===== src/rtl/cpu_pkg.sv =====
// Shared types and constants for the push-button conditioning logic.
// Imported by the debouncer and the button_conditioner top.
package cpu_pkg;

    localparam int DBNC_CNT_W = 24;

    typedef enum logic [1:0] {
        IDLE         = 2'd0,
        PRESS_WAIT   = 2'd1,
        PRESSED      = 2'd2,
        RELEASE_WAIT = 2'd3
    } btn_state_t;

endpackage


===== src/rtl/debouncer.sv =====
// One button channel: polarity normalise, 2-flop synchroniser, then a
// qualifying-counter FSM that accepts a press or release only after it is stable.
//
// state        | meaning
// IDLE         | button released and qualified
// PRESS_WAIT   | s2 high, counting towards an accepted press
// PRESSED      | button pressed and qualified
// RELEASE_WAIT | s2 low, counting towards an accepted release
module debouncer
    import cpu_pkg::*;
#(
    parameter int unsigned DEBOUNCE_CYCLES = 270000,
    parameter bit          BTN_ACTIVE_LOW  = 1'b1
) (
    input  logic sys_clk,
    input  logic rst_n,
    input  logic pin,
    output logic level,
    output logic press,
    output logic accept
);

    localparam logic [DBNC_CNT_W-1:0] CNT_LAST = DBNC_CNT_W'(DEBOUNCE_CYCLES - 1);

    logic                  pin_norm;
    logic                  s1;
    logic                  s2;
    btn_state_t            state;
    btn_state_t            state_next;
    logic [DBNC_CNT_W-1:0] cnt;
    logic [DBNC_CNT_W-1:0] cnt_next;

    assign pin_norm = BTN_ACTIVE_LOW ? ~pin : pin;

    always_ff @(posedge sys_clk) begin
        if (!rst_n) begin
            s1    <= 1'b0;
            s2    <= 1'b0;
            state <= IDLE;
            cnt   <= '0;
            press <= 1'b0;
        end else begin
            s1    <= pin_norm;
            s2    <= s1;
            state <= state_next;
            cnt   <= cnt_next;
            press <= accept;
        end
    end

    // accept marks the PRESS_WAIT->PRESSED edge one cycle before press shows it
    always_comb begin
        state_next = state;
        cnt_next   = cnt;
        accept     = 1'b0;
        case (state)
            IDLE: begin
                if (s2) begin
                    state_next = PRESS_WAIT;
                    cnt_next   = '0;
                end
            end
            PRESS_WAIT: begin
                if (!s2) begin
                    state_next = IDLE;
                end else if (cnt == CNT_LAST) begin
                    state_next = PRESSED;
                    accept     = 1'b1;
                end else begin
                    cnt_next = cnt + DBNC_CNT_W'(1);
                end
            end
            PRESSED: begin
                if (!s2) begin
                    state_next = RELEASE_WAIT;
                    cnt_next   = '0;
                end
            end
            RELEASE_WAIT: begin
                if (s2) begin
                    state_next = PRESSED;
                end else if (cnt == CNT_LAST) begin
                    state_next = IDLE;
                end else begin
                    cnt_next = cnt + DBNC_CNT_W'(1);
                end
            end
            default: state_next = IDLE;
        endcase
    end

    assign level = (state == PRESSED) || (state == RELEASE_WAIT);

endmodule


===== src/rtl/button_conditioner.sv =====
// Conditions the step and mode push-buttons for the CPU clock generator:
// a clean step level/strobe and a run-mode latch toggled per accepted press.
module button_conditioner
    import cpu_pkg::*;
#(
    parameter int unsigned DEBOUNCE_CYCLES = 270000,
    parameter bit          BTN_ACTIVE_LOW  = 1'b1,
    parameter bit          MODE_RESET      = 1'b0
) (
    input  logic sys_clk,
    input  logic rst_n,
    input  logic step_btn,
    input  logic mode_btn,
    output logic manual_toggle,
    output logic step_pulse,
    output logic mode
);

    logic step_level;
    logic step_press;
    logic step_accept;
    logic mode_level;
    logic mode_press;
    logic mode_accept;
    logic unused_sigs;

    debouncer #(
        .DEBOUNCE_CYCLES (DEBOUNCE_CYCLES),
        .BTN_ACTIVE_LOW  (BTN_ACTIVE_LOW)
    ) u_step_dbnc (
        .sys_clk (sys_clk),
        .rst_n   (rst_n),
        .pin     (step_btn),
        .level   (step_level),
        .press   (step_press),
        .accept  (step_accept)
    );

    debouncer #(
        .DEBOUNCE_CYCLES (DEBOUNCE_CYCLES),
        .BTN_ACTIVE_LOW  (BTN_ACTIVE_LOW)
    ) u_mode_dbnc (
        .sys_clk (sys_clk),
        .rst_n   (rst_n),
        .pin     (mode_btn),
        .level   (mode_level),
        .press   (mode_press),
        .accept  (mode_accept)
    );

    // Toggling on accept keeps the mode flip on the same edge as step_pulse.
    always_ff @(posedge sys_clk) begin
        if (!rst_n) begin
            mode <= MODE_RESET;
        end else if (mode_accept) begin
            mode <= ~mode;
        end
    end

    assign manual_toggle = step_level;
    assign step_pulse    = step_press;
    assign unused_sigs   = ^{step_accept, mode_level, mode_press};

endmodule


===== config.mk =====
export PLATFORM = sky130hd
export DESIGN_NAME = button_conditioner
export DESIGN_NICKNAME = d
export VERILOG_FILES = /design/src/rtl/cpu_pkg.sv /design/src/rtl/debouncer.sv /design/src/rtl/button_conditioner.sv
export SDC_FILE = /design/constraint.sdc
export NUM_CORES = 1
export LEC_CHECK = 0
export ABC_CLOCK_PERIOD_IN_PS = 2800
export CORE_UTILIZATION = 50
export DETAILED_ROUTE_END_ITERATION = 12
export PLACE_DENSITY = 0.78
export SLEW_MARGIN = 0
export SYNTH_ARGS = -nofsm -noshare
export SYNTH_HDL_FRONTEND = slang
export SYNTH_SLANG_ARGS = --single-unit

===== constraint.sdc =====
create_clock -name sys_clk -period 2.8 [get_ports sys_clk]
set_input_delay 0.56 -clock sys_clk [delete_from_list [all_inputs] [get_ports sys_clk]]
set_output_delay 0.56 -clock sys_clk [all_outputs]
set_load 0.1 [all_outputs]

==> impl_metrics.tcl <==
set metrics [dict create \
    outcome "finished clean" \
    grt_overflow 0 \
    grt.total_usage_pct 22.6 \
    worst-path-buf-inv 0 \
    path_cells "ha_1 -> nand3_1 -> nand4b_1 -> o21ai_1 -> nor3_1 -> a211o_1" \
    syn_nets 336 \
    antenna_found_initial 0 \
    grt_pass1_vias 2269 \
    cp_top_family "compound AO/OA/AOI/OAI gates" \
    grt_pass1_wl_um 10600 \
    p_per_area_mw_per_mm2 487 \
    drtIter0Drc 169 \
    ios 7 \
    start_util_pct 51.9 \
    post-route-util_pct 57.2 \
    maxCapViolations 0 \
    period_share_pct 82.1 \
    critPathArrivalTime_ns 2.53 \
    ys_ff_latch 58 \
    max_stage_delay_ns 0.61 \
    yosysTopAreaCell "dfxtp_1" \
    clk_pin_slew_ns 0.06 \
    drt_pass1_iterations 4 \
    power.leakage_nw 1.08 \
    routed_wl_um 6180 \
    cp-end-kind "flip-flop" \
    min_period_ns 2.30 \
    post_cts_resized 0 \
    htreeDepth 3 \
    vias 2514 \
    antennaDiodeCount 0 \
    coreArea_mm2 0.00547 \
    die_h_um 77.3 \
    synth_cells 330 \
    post_drt_wl_per_cell_um 14.9 \
    worstMarginPinSlew_ns 0.932 \
    gp_congestion 0.859 \
    start_kind "flip-flop" \
    drc 0 \
    area_growth_syn_to_layout_pct 10.4 \
    io_buffers 6 \
    cts_buffers 9 \
    post_cts_buffers 0 \
    die-area_mm2 0.00598 \
    fmax_mhz 435 \
    critPathSlowestCell "o21ai_1" \
    tns_ns 0 \
    placementRows 27 \
    fin_nets 347 \
    crit_fanout 10 \
    ant_nets 0 \
    slew_headroom_pct 37.4 \
    die_x_um 77.3 \
    skew_ns 0.00564 \
    hold_path.class "reg -> reg" \
    viasPerCell 6.04 \
    ctsHoldBuffers 0 \
    clk_latency_ns 0.34 \
    peakVddDrop_v 0.000406 \
    clock-root-buffer "clkbuf_8" \
    crit_type "reg -> reg" \
    cts_sinks 58 \
    finalHoldViolations 0 \
    drive_above_1_share_pct 8.72 \
    slew_violations 0 \
    final-setup-viol-count 0 \
    synth_area_per_cell_um2 8.60 \
    place.detailed.hpwl_um 4340 \
    grt_max_degree 19 \
    yosys_warnings 0 \
    r2r_slack_ns 0.50 \
    synth.top_cell.area_share_pct 40.9 \
    ys_seq_area_share_pct 40.9 \
    cts_buffer_depth 2 \
    ys_top_cells_by_area "dfxtp_1 41%, xor2_1 4.6%, nand2_1 3.8%" \
    yosysUniqueCellTypes 51 \
    fillers 494 \
    rsz0062_at_grt "false" \
    required_ns 3.03 \
    syn-cell-area_mm2 0.00284 \
    cts_tree "built" \
]
logic make-up after synthesis:
| logic type | Yosys count | share of synthesized area (%) |
|---|---|---|
| multiplexers | 3 | 1.06 |
| buffers and inverters | 19 | 2.60 |
| AO/OA/AOI/OAI | 56 | 12.9 |
| XOR/XNOR | 26 | 8.02 |
| flip-flops | 58 | 40.9 |
| AND/OR/NAND/NOR | 166 | 33.6 |
| adder cells (fa/ha/maj) | 2 | 0.882 |
sequential cells by signal, indices dropped and copies added, names as in the netlist, named ones only:
register,flops
u_mode_dbnc.cnt,24
u_step_dbnc.cnt,24
mode,1
u_mode_dbnc.s1,1
u_mode_dbnc.s2,1
u_mode_dbnc.state,1
u_step_dbnc.press,1
u_step_dbnc.s1,1
u_step_dbnc.s2,1
u_step_dbnc.state,1
power by group:
group	internal [mW]	switching, mW	leakage, nW	total (mW)
Combinational	0.0162	0.0313	0.520	0.0476
Sequential	0.829	0.00353	0.468	0.832
Clock	0.328	0.317	0.0875	0.645
layout make-up:
cell class / count / area, um^2 / area share, %
Inverter: 8 / 30.0 / 0.959
Sequential cell: 58 / 1160 / 37.1
Timing Repair Buffer: 11 / 90.1 / 2.88
Clock inverter: 4 / 20.0 / 0.639
Tap cell: 72 / 90.1 / 2.88
Clock buffer: 10 / 138 / 4.39
Multi-Input combinational cell: 253 / 1600 / 51.2
metal layers:
layer	global-route usage, %	routed length (um)	up-vias
li1	-	-	1261
met1	31.3	3170	1191
met2	32.7	2680	53
met3	6.12	239	9
met4	9.43	104	0
met5	0	0	-
stage by stage:
step | worst slack (ns) | instance area, um^2 | instances | hold slack (ns) | power (mW)
6_report | 0.500 | 3130 | 416 | 0.431 | 1.53
5_1_grt | 0.222 | 3130 | 416 | 0.459 | 1.58
4_1_cts | 0.518 | 3130 | 416 | 0.432 | 1.54
3_5_place_dp | 0.539 | 2970 | 402 | 0.418 | 0.898
3_3_place_gp | 0.605 | 2970 | 402 | 0.417 | 0.896
2_1_floorplan | 0.812 | 2840 | 330 | 0.412 | 0.879
placed cells by master, fill, tap and decap left out, types with 8 or more instances in the layout:
cell type	netlist	layout
buf_4	0	8
and4_1	9	9
or3_1	8	8
nor3_1	8	8
dfxtp_1	58	58
and3_1	8	8
nor2_1	28	28
nand4_1	17	17
clkbuf_8	0	10
a21oi_1	12	12
inv_1	8	8
xor2_1	15	15
nand3_1	16	16
nand2_1	29	29
xnor2_1	11	11
cells in the mapped netlist, drive strengths merged:
library cell and n:
dfxtp 58, nand2 29, nor2 28, nand4 17, nand3 16, xor2 15, a21oi 12, o21ai 12
and4 11, xnor2 11, clkbuf 10, and3 9, nor3 9, inv 8, or3 8, nor4 7
or4 7, and2 6, o31ai 6, a31oi 5, a211o 4, nor2b 4, mux2i 3, nand2b 3
o21a 3, o22ai 3, or4b 3, a41oi 2, ha 2, nand4b 2, nor3b 2, nor4b 2
nor4bb 2, a211oi 1, a21boi 1, a311oi 1, a31o 1, a41o 1, buf 1, o211ai 1
o2bb2ai 1, o311ai 1, o41ai 1, or4bb 1
worst paths after layout:
check                        endpoint               start  cells past startpoint
setup / recovery  u_step_dbnc.cnt[22]  u_step_dbnc.cnt[0]                      6
hold reg to reg        u_mode_dbnc.s2      u_mode_dbnc.s1                      1
hold / removal         u_mode_dbnc.s2      u_mode_dbnc.s1                      1
setup reg to reg  u_step_dbnc.cnt[22]  u_step_dbnc.cnt[0]                      6
worst register-to-register path, cell delays in order (launching register included):
cell	delay, ns
dfxtp_1	0.38
ha_1	0.27
nand3_1	0.15
nand4b_1	0.34
o21ai_1	0.62
nor3_1	0.14
a211o_1	0.29
No activity file was read; power rests on OpenSTA's default activity.
